### config.mk
export PLATFORM = sky130hd
export DESIGN_NAME = clock_mode_ctrl
export DESIGN_NICKNAME = d
export VERILOG_FILES = /design/src/rtl/clock_mode_ctrl.sv
export SDC_FILE = /design/constraint.sdc
export NUM_CORES = 1
export LEC_CHECK = 0
export CORE_MARGIN = 2
export CORE_UTILIZATION = 45
export DETAILED_ROUTE_END_ITERATION = 7
export SLEW_MARGIN = 10
export SYNTH_ARGS = -nofsm -noshare
export SYNTH_HDL_FRONTEND = slang
export SYNTH_SLANG_ARGS = --single-unit
### constraint.sdc
create_clock -name CLK -period 14.95 [get_ports CLK]
set_input_delay 2.99 -clock CLK [delete_from_list [all_inputs] [get_ports CLK]]
set_output_delay 2.99 -clock CLK [all_outputs]
set_load 0.005 [all_outputs]
### src/rtl/clock_mode_ctrl.sv
// Clock/alarm/stopwatch mode controller: tick prescalers, key debouncers,
// mode FSM, counter strobes and the alarm ringer, all on the single CLK domain.
module clock_mode_ctrl #(
   parameter int DIV_SEC   = 50_000_000,
   parameter int DIV_CS    = 500_000,
   parameter int DB_CYCLES = 1_000_000,
   parameter int RING_SECS = 30
) (
   input  logic       CLK,
   input  logic       clr,
   input  logic       key_mode,
   input  logic       key_sel,
   input  logic       key_adj,
   input  logic       key_ss,
   input  logic       alarm_en,
   input  logic       alarm_hit,
   output logic       tick_1hz,
   output logic       tick_100hz,
   output logic [1:0] mode,
   output logic [1:0] field,
   output logic [2:0] inc_time,
   output logic [2:0] inc_alarm,
   output logic       time_run,
   output logic       sw_run,
   output logic       sw_clr,
   output logic       ring
);

   typedef enum logic [1:0] {
      M_CLOCK     = 2'b00,
      M_SET_TIME  = 2'b01,
      M_SET_ALARM = 2'b10,
      M_STOPWATCH = 2'b11
   } mode_t;

   // Key bit positions inside the packed key vectors; lower index wins on a tie.
   localparam int K_MODE = 0;
   localparam int K_SEL  = 1;
   localparam int K_ADJ  = 2;
   localparam int K_SS   = 3;

   localparam int SEC_W = $clog2(DIV_SEC + 1);
   localparam int CS_W  = $clog2(DIV_CS + 1);
   localparam int DB_W  = $clog2(DB_CYCLES + 1);
   localparam int RS_W  = $clog2(RING_SECS + 1);

   localparam logic [SEC_W-1:0] SEC_LAST  = SEC_W'(DIV_SEC - 1);
   localparam logic [CS_W-1:0]  CS_LAST   = CS_W'(DIV_CS - 1);
   localparam logic [DB_W-1:0]  DB_LAST   = DB_W'(DB_CYCLES - 1);
   localparam logic [RS_W-1:0]  RING_LAST = RS_W'(RING_SECS - 1);

   function automatic logic [2:0] field_onehot(input logic [1:0] f);
      case (f)
         2'b01:   field_onehot = 3'b010;
         2'b10:   field_onehot = 3'b100;
         default: field_onehot = 3'b001;
      endcase
   endfunction

   function automatic logic [1:0] next_field(input logic [1:0] f);
      case (f)
         2'b00:   next_field = 2'b01;
         2'b01:   next_field = 2'b10;
         default: next_field = 2'b00;
      endcase
   endfunction

   function automatic mode_t next_mode(input mode_t m);
      case (m)
         M_CLOCK:     next_mode = M_SET_TIME;
         M_SET_TIME:  next_mode = M_SET_ALARM;
         M_SET_ALARM: next_mode = M_STOPWATCH;
         default:     next_mode = M_CLOCK;
      endcase
   endfunction

   logic [SEC_W-1:0] sec_cnt_q;
   logic [CS_W-1:0]  cs_cnt_q;
   logic             tick_1hz_q, tick_100hz_q;

   logic [3:0]       keys_raw;
   logic [3:0]       sync1_q, sync2_q, level_q, level_dly_q, press_q;
   logic [DB_W-1:0]  db_cnt_q [4];

   mode_t            mode_q, mode_d;
   logic [1:0]       field_q, field_d;
   logic             sw_run_q, sw_run_d;
   logic [2:0]       inc_time_q, inc_time_d;
   logic [2:0]       inc_alarm_q, inc_alarm_d;
   logic             sw_clr_q, sw_clr_d;
   logic             ring_q, ring_d;
   logic [RS_W-1:0]  ring_cnt_q, ring_cnt_d;
   logic             hit_q;
   logic             hit_edge;

   assign keys_raw = {key_ss, key_adj, key_sel, key_mode};
   assign hit_edge = alarm_hit & ~hit_q;

   // Free-running prescalers; each tick is registered for the cycle after the count hits DIV-1.
   always_ff @(posedge CLK or posedge clr) begin
      if (clr) begin
         sec_cnt_q    <= '0;
         cs_cnt_q     <= '0;
         tick_1hz_q   <= 1'b0;
         tick_100hz_q <= 1'b0;
      end else begin
         tick_1hz_q   <= (sec_cnt_q == SEC_LAST);
         tick_100hz_q <= (cs_cnt_q == CS_LAST);
         if (sec_cnt_q == SEC_LAST) sec_cnt_q <= '0;
         else                       sec_cnt_q <= sec_cnt_q + 1'b1;
         if (cs_cnt_q == CS_LAST)   cs_cnt_q  <= '0;
         else                       cs_cnt_q  <= cs_cnt_q + 1'b1;
      end
   end

   // Per-key synchronizer, stability counter and one-cycle press on an accepted rising level.
   always_ff @(posedge CLK or posedge clr) begin
      if (clr) begin
         sync1_q     <= '0;
         sync2_q     <= '0;
         level_q     <= '0;
         level_dly_q <= '0;
         press_q     <= '0;
         for (int k = 0; k < 4; k++) db_cnt_q[k] <= '0;
      end else begin
         sync1_q     <= keys_raw;
         sync2_q     <= sync1_q;
         level_dly_q <= level_q;
         press_q     <= level_q & ~level_dly_q;
         for (int k = 0; k < 4; k++) begin
            if (sync2_q[k] == level_q[k]) begin
               db_cnt_q[k] <= '0;
            end else if (db_cnt_q[k] == DB_LAST) begin
               level_q[k]  <= sync2_q[k];
               db_cnt_q[k] <= '0;
            end else begin
               db_cnt_q[k] <= db_cnt_q[k] + 1'b1;
            end
         end
      end
   end

   // Mode FSM and control state registers.
   always_ff @(posedge CLK or posedge clr) begin
      if (clr) begin
         mode_q      <= M_CLOCK;
         field_q     <= 2'b00;
         sw_run_q    <= 1'b0;
         inc_time_q  <= 3'b000;
         inc_alarm_q <= 3'b000;
         sw_clr_q    <= 1'b0;
         ring_q      <= 1'b0;
         ring_cnt_q  <= '0;
         hit_q       <= 1'b0;
      end else begin
         mode_q      <= mode_d;
         field_q     <= field_d;
         sw_run_q    <= sw_run_d;
         inc_time_q  <= inc_time_d;
         inc_alarm_q <= inc_alarm_d;
         sw_clr_q    <= sw_clr_d;
         ring_q      <= ring_d;
         ring_cnt_q  <= ring_cnt_d;
         hit_q       <= alarm_hit;
      end
   end

   // Next-state: a ringing alarm swallows presses; otherwise only the highest-priority press acts.
   always_comb begin
      mode_d      = mode_q;
      field_d     = field_q;
      sw_run_d    = sw_run_q;
      inc_time_d  = 3'b000;
      inc_alarm_d = 3'b000;
      sw_clr_d    = 1'b0;
      ring_d      = ring_q;
      ring_cnt_d  = ring_cnt_q;

      if (ring_q) begin
         if (|press_q) begin
            ring_d = 1'b0;
         end else if (!alarm_en) begin
            ring_d = 1'b0;
         end else if (tick_1hz_q) begin
            if (ring_cnt_q == RING_LAST) ring_d     = 1'b0;
            else                         ring_cnt_d = ring_cnt_q + 1'b1;
         end
      end else if (press_q[K_MODE]) begin
         mode_d = next_mode(mode_q);
         if (mode_d == M_SET_TIME || mode_d == M_SET_ALARM) field_d = 2'b00;
      end else if (press_q[K_SEL]) begin
         if (mode_q == M_SET_TIME || mode_q == M_SET_ALARM) field_d = next_field(field_q);
      end else if (press_q[K_ADJ]) begin
         case (mode_q)
            M_SET_TIME:  inc_time_d  = field_onehot(field_q);
            M_SET_ALARM: inc_alarm_d = field_onehot(field_q);
            M_STOPWATCH: sw_clr_d    = ~sw_run_q;
            default:     sw_clr_d    = 1'b0;
         endcase
      end else if (press_q[K_SS]) begin
         if (mode_q == M_STOPWATCH) sw_run_d = ~sw_run_q;
      end

      // A fresh hit restarts ringing even when a clear lands in the same cycle.
      if (hit_edge && alarm_en && mode_q != M_SET_TIME) begin
         ring_d     = 1'b1;
         ring_cnt_d = '0;
      end
   end

   assign tick_1hz   = tick_1hz_q;
   assign tick_100hz = tick_100hz_q;
   assign mode       = mode_q;
   assign field      = field_q;
   assign inc_time   = inc_time_q;
   assign inc_alarm  = inc_alarm_q;
   assign time_run   = (mode_q != M_SET_TIME);
   assign sw_run     = sw_run_q;
   assign sw_clr     = sw_clr_q;
   assign ring       = ring_q;

endmodule

======== Yosys cells after proc, flatten, opt, wreduce, memory -nomap -nowiden ========
Index checks and enable logic that the tools add are counted.
storage, ports and cells
  flip-flop bits (word level) ............. 166
  bits of input ports ..................... 8
  output and inout bits ................... 16
  logic and storage cells ................. 133
cells by class
  $add $sub $neg .......................... 7
  equal/unequal tests ..................... 22
  muxes and demuxes ....................... 46
  bitwise gates (word level) .............. 13
  reductions and logical operators ........ 20
operator list
  kind                                           number
  two-way mux 20 bit                             8
  adder 20 x 1 -> 20 bit, second input constant  4
  == test 20 bit, second input constant          4
  two-way mux 3 bit                              10
  two-way mux 5 bit                              6
  adder 26 x 1 -> 26 bit, second input constant  1
  == test 26 bit, second input constant          1
  two-way mux 26 bit                             1
  adder 19 x 1 -> 19 bit, second input constant  1
  == test 19 bit, second input constant          1
  two-way mux 19 bit                             1
  two-way mux 2 bit                              6
  two-way mux 1 bit                              11
  NOT 1 bit                                      10
  AND reduction 2 bit                            5
  nonzero test 2 bit                             5
  == test 2 bit, second input constant           4
  != test 2 x 1 -> 1 bit, second input constant  4
  == test 2 x 1 -> 1 bit, second input constant  3
  one-hot mux 2 bit (3 select lines)             1
  one-hot mux 3 bit (2 select lines)             1
  AND reduction 6 bit                            1
  adder 5 x 1 -> 5 bit, second input constant    1
  == test 5 bit, second input constant           1
  11 further kinds                               17

======== Depth between registers and ports, before layout ========
  depth in word-level cells ............... 8
  depth in mapped cells ................... 7
  mapped depth without buffers ............ 6

======== Worst setup path after synthesis ========
Ideal clock, no wire load.
  kind .................................... input port to flip-flop
  start ................................... in alarm_en
  end ..................................... reg ring_cnt_q[4]
  setup time .............................. 0.077 ns
  arrival ................................. 4.141 ns
  data required time ...................... 14.873 ns
  setup slack ............................. 10.731 ns
  cell stages on the path ................. 4
  path buffers ............................ 0
  cell sequence ........................... nor4bb_1 > nand4_1 > or4_1 > a21oi_1
on the way
  word-level cells in the longest chain between the ends .. 4
  elaborated cells on any way between the ends .. 9
  those cells by class .................... 2 x eq/ne; 1 x mux; 6 x reduce/logical
ends and longest elaborated chain
  item                                                                                  line  source
  start, declared                                                                       15    input logic alarm_en,
  logical AND 1 bit (2 in a row)                                                        205   if (hit_edge && alarm_en && mode_q != M_SET_TIME) begin
  != test 2 x 1 -> 1 bit (no source line) / nonzero test 2 bit (equally long branches)  n/a
  AND reduction 5 bit (no source line)                                                  n/a
  end signal, assigned                                                                  163   ring_cnt_q <= ring_cnt_d;
  end, declared                                                                         92    logic [RS_W-1:0] ring_cnt_q, ring_cnt_d;
Parallel ways exist; a longest one is shown, timed or not.
A chain may end at the register's enable or synchronous reset.

======== Worst setup path in the final report ========
  start ................................... reg mode_q[1], in the netlist mode[1]
  end ..................................... out time_run
on the way
  word-level cells in the longest chain between the ends .. 1
ends and longest elaborated chain
  item                    line  source
  start, declared         85    mode_t mode_q, mode_d;
  start signal, assigned  156   mode_q <= mode_d;
  != test 2 x 1 -> 1 bit  217   assign time_run = (mode_q != M_SET_TIME);
  end, declared           23    output logic time_run,
No other way between the ends.

==> flow_summary.ini <==
[logic_synthesis]
netlist_area_before_placement_mm2 = 0.00776
postSynthAreaPerCell_um2 = 10.5
fraction_of_the_yosys_area_taken_by_sequential_cells_pct = 53.5
postSynth.asyncResetShare_pct = 100
synth_top_cells_by_count = sky130_fd_sc_hd__dfrtp_1, sky130_fd_sc_hd__nor2_1, sky130_fd_sc_hd__nand2_1, sky130_fd_sc_hd__nand3_1
syn-instance-count = 743
post-synth-top-count-cell = sky130_fd_sc_hd__dfrtp_1
synthDominantAreaCellType = sky130_fd_sc_hd__dfrtp_1
dominant_cells_by_area_after_synthesis = sky130_fd_sc_hd__dfrtp_1, sky130_fd_sc_hd__xnor2_1, sky130_fd_sc_hd__xor2_1, sky130_fd_sc_hd__nor2_1, sky130_fd_sc_hd__nand3_1
flops_latches_synth = 166
number_of_synthesized_flops_with_an_enable_pin = 0
synthDominantCellAreaShare_pct = 53.5
postSynth.topFlopCell = sky130_fd_sc_hd__dfrtp_1
synth_warnings = 0
synth.lib_cells_used.distinct = 46
syn_nets = 766

[sta]
tns_ns = 0
timing.max_slew.rel_slack_pct = 30.1
achievable-frequency_mhz = 210
timing.final.ws_setup_ns = 10.20
timing.clock.skew_ns = 0.00754
final_hold_viol_count = 0
setup_viol_count_final = 0
layout_min_cycle_time_ns = 4.75
grt_setup_unrepaired = no
finalCritPeriodShare_pct = 31.8
tightest_slew_ns = 1.04
maxSlewViolCount = 0

[floorplanning]
floorplan.die.width_um = 135
boundaryPins = 24
floorplan.initialDensity_pct = 45.5
floorplan.die.height_um = 135
placementRows = 48
fp.coreArea_mm2 = 0.0171
fp.dieArea_mm2 = 0.0183

[clock_tree]
post-cts-setup-buffer-count = 0
h-tree-depth = 4
clk_transition_reported_paths_ns = 0.06
worst_skew_pair.late_latency_ns = 0.42
cts_resized = 0
tritoncts = yes
cts-root-to-sink-buffers = 2
ctsRootBufferMaster = sky130_fd_sc_hd__clkbuf_16
holdBufCountCts = 0
cts.sink_count = 166
cts_inserted_buffers = 17

[place]
final_replace_weighted_congestion = 0.849
preCtsSetupSlack_ns = 9.87
placed_cells_incl_taps = 983
dpl.hpwl_mm = 10.3
placement.io_buffers = 23

[critical_path]
timing.critical_path.fanout_max = 5
timing.critical_path.slowest_cell_delay_ns = 0.50
required_ns = 11.96
cp.arrival_ns = 1.76
r2r_slack_ns = 12.70
worst_setup_path_start_kind = flop
cpMaxStageDelayCell = sky130_fd_sc_hd__clkdlybuf4s50_1
cpMostUsedCell = sky130_fd_sc_hd__inv_1
timing.critical_path.to_type = output port
crit_path_cell_trace = inv_1, ha_1, inv_1, clkdlybuf4s50_1
worstRegToRegCells = 5
timing_worst_setup_path_type = reg -> out

[flow_run]
max-cap-violations = 0

[global_route]
grt_busiest_layer = met2
grt_first_pass_wirelength_mm = 25.9
grt_overflow_total = 0
met1_usage_pct = 23.7
track_usage_pct = 17.8
antenna_violations_before_repair = 0
grt_start_max_net_pins = 102
met2_usage_grt_pct = 28.1
use_met3_pct = 4.53
first_global_vias = 5438

[detailed_routing]
drc = 0
detailedRoute.firstPassIterationCount = 5
routed_wirelength_mm = 15.0
drtAntennaViolNets = 0
avgViaCountPerCell = 5.55
dr_total_vias = 5630
drt-initial-drc-count = 346
route.detailed.wl_per_inst_um = 14.8

[cells_and_area]
syn2layout_area_growth_pct = 13.8
stdcell_count = 1015
drive_above_1_share_pct = 7.22
n_antenna_cell = 0
fillCellCount = 1571
final_core_utilization_pct = 51.8
design.final.nets = 800

[power]
powerDensity_mw_per_mm2 = 103
p_leak_nw = 3.75
total_power_w = 0.000908
vdd_drop_max_mv = 0.0804

[min_path]
hold_class = reg -> reg
hold-path-cell-count = 0

[outcome]
status = finished clean
-- logic make-up (layout without fill, tap and decap cells) --
group | after synthesis | in the layout | share of synthesized area [%]
fa+ha+maj | 15 | 15 | 2.42
compound gates | 82 | 82 | 6.33
simple gates | 351 | 351 | 25.2
xor+xnor | 84 | 84 | 9.47
mux | 8 | 8 | 1.11
buf+inv | 37 | 84 | 1.95
flops | 166 | 166 | 53.5
-- critical path, delay by kind of cell (launching register included) --
| kind | cells | cell delay [ns] |
|---|---|---|
| flops | 1 | 0.40 |
| buf+inv | 3 | 0.67 |
| fa+ha+maj | 1 | 0.27 |
-- cells in the final DEF (no fill, tap or decap), types with 3 or more instances in the layout --
cell and instances:
sky130_fd_sc_hd__o21ai_0 23, sky130_fd_sc_hd__inv_6 3, sky130_fd_sc_hd__nor4b_1 5, sky130_fd_sc_hd__or3_1 25
sky130_fd_sc_hd__nand4_1 28, sky130_fd_sc_hd__or4_1 15, sky130_fd_sc_hd__nor4_1 18, sky130_fd_sc_hd__clkbuf_16 17
sky130_fd_sc_hd__mux2_2 5, sky130_fd_sc_hd__ha_1 15, sky130_fd_sc_hd__nor4bb_1 4, sky130_fd_sc_hd__inv_1 24
sky130_fd_sc_hd__o31ai_1 15, sky130_fd_sc_hd__and3_1 20, sky130_fd_sc_hd__a21oi_1 36, sky130_fd_sc_hd__nor3_1 17
sky130_fd_sc_hd__xnor2_1 42, sky130_fd_sc_hd__nor2_1 80, sky130_fd_sc_hd__dfrtp_1 166, sky130_fd_sc_hd__clkinvlp_4 3
sky130_fd_sc_hd__clkinv_4 4, sky130_fd_sc_hd__nand4_2 3, sky130_fd_sc_hd__nand3_1 44, sky130_fd_sc_hd__buf_4 4
sky130_fd_sc_hd__nand4b_1 7, sky130_fd_sc_hd__or2_2 6, sky130_fd_sc_hd__mux2i_1 3, sky130_fd_sc_hd__nor2b_1 7
sky130_fd_sc_hd__xor2_1 42, sky130_fd_sc_hd__clkinv_2 4, sky130_fd_sc_hd__and2_1 6, sky130_fd_sc_hd__nand2_1 44
sky130_fd_sc_hd__nor3b_1 3, sky130_fd_sc_hd__and4_1 10, sky130_fd_sc_hd__clkdlybuf4s50_1 23
-- registers in the layout, summed over array words and instances (netlist names) --
register     cells
cs_cnt_q        19
db_cnt_q        80
field            2
hit_q            1
inc_alarm        3
inc_time         3
level_dly_q      4
level_q          4
mode             2
press_q          4
ring             1
ring_cnt_q       5
sec_cnt_q       26
sw_clr           1
sw_run           1
sync1_q          4
sync2_q          4
tick_100hz       1
tick_1hz         1
-- routing by layer --
metal	share of wire, %	vias up	routed length, µm
li1	-	2724	-
met2	47	97	7090
met4	2.1	0	316
met3	3.7	25	562
met5	0	-	0
met1	47	2784	7030
-- report_power, final --
part           switching [W]  total [W]  leakage, nW  internal, W
combinational      0.0000153  0.0000217         1.21   0.00000645
clock               0.000182   0.000429        0.279     0.000246
sequential        0.00000448   0.000458         2.26     0.000453
-- stage by stage --
stage	hold WS (ns)	instance area (µm²)
floorplan	0.331	7760
global placement	0.341	8250
detailed placement	0.347	8250
CTS	0.362	8830
global route	0.376	8830
finish	0.356	8830
-- path summary, 6_finish.rpt --
check | end | start
worst min-delay path | sync2_q[1] | sync1_q[1]
worst min register to register | sync2_q[1] | sync1_q[1]
max in group asynchronous | db_cnt_q[56] | clr
worst max-delay path | time_run | mode[1]
min in group asynchronous | cs_cnt_q[18] | clr
worst max register to register | sec_cnt_q[7] | sec_cnt_q[0]
-- final cells by class --
class | instances | area [µm²] | area share [%]
Clock buffer | 17 | 425 | 4.82
Clock inverter | 15 | 155 | 1.76
Inverter | 25 | 98.8 | 1.12
Multi-Input combinational cell | 540 | 3460 | 39.2
Sequential cell | 166 | 4150 | 47.0
Tap cell | 225 | 282 | 3.19
Timing Repair Buffer | 27 | 260 | 2.95
Note: power is estimated with default switching activity, not from simulation.
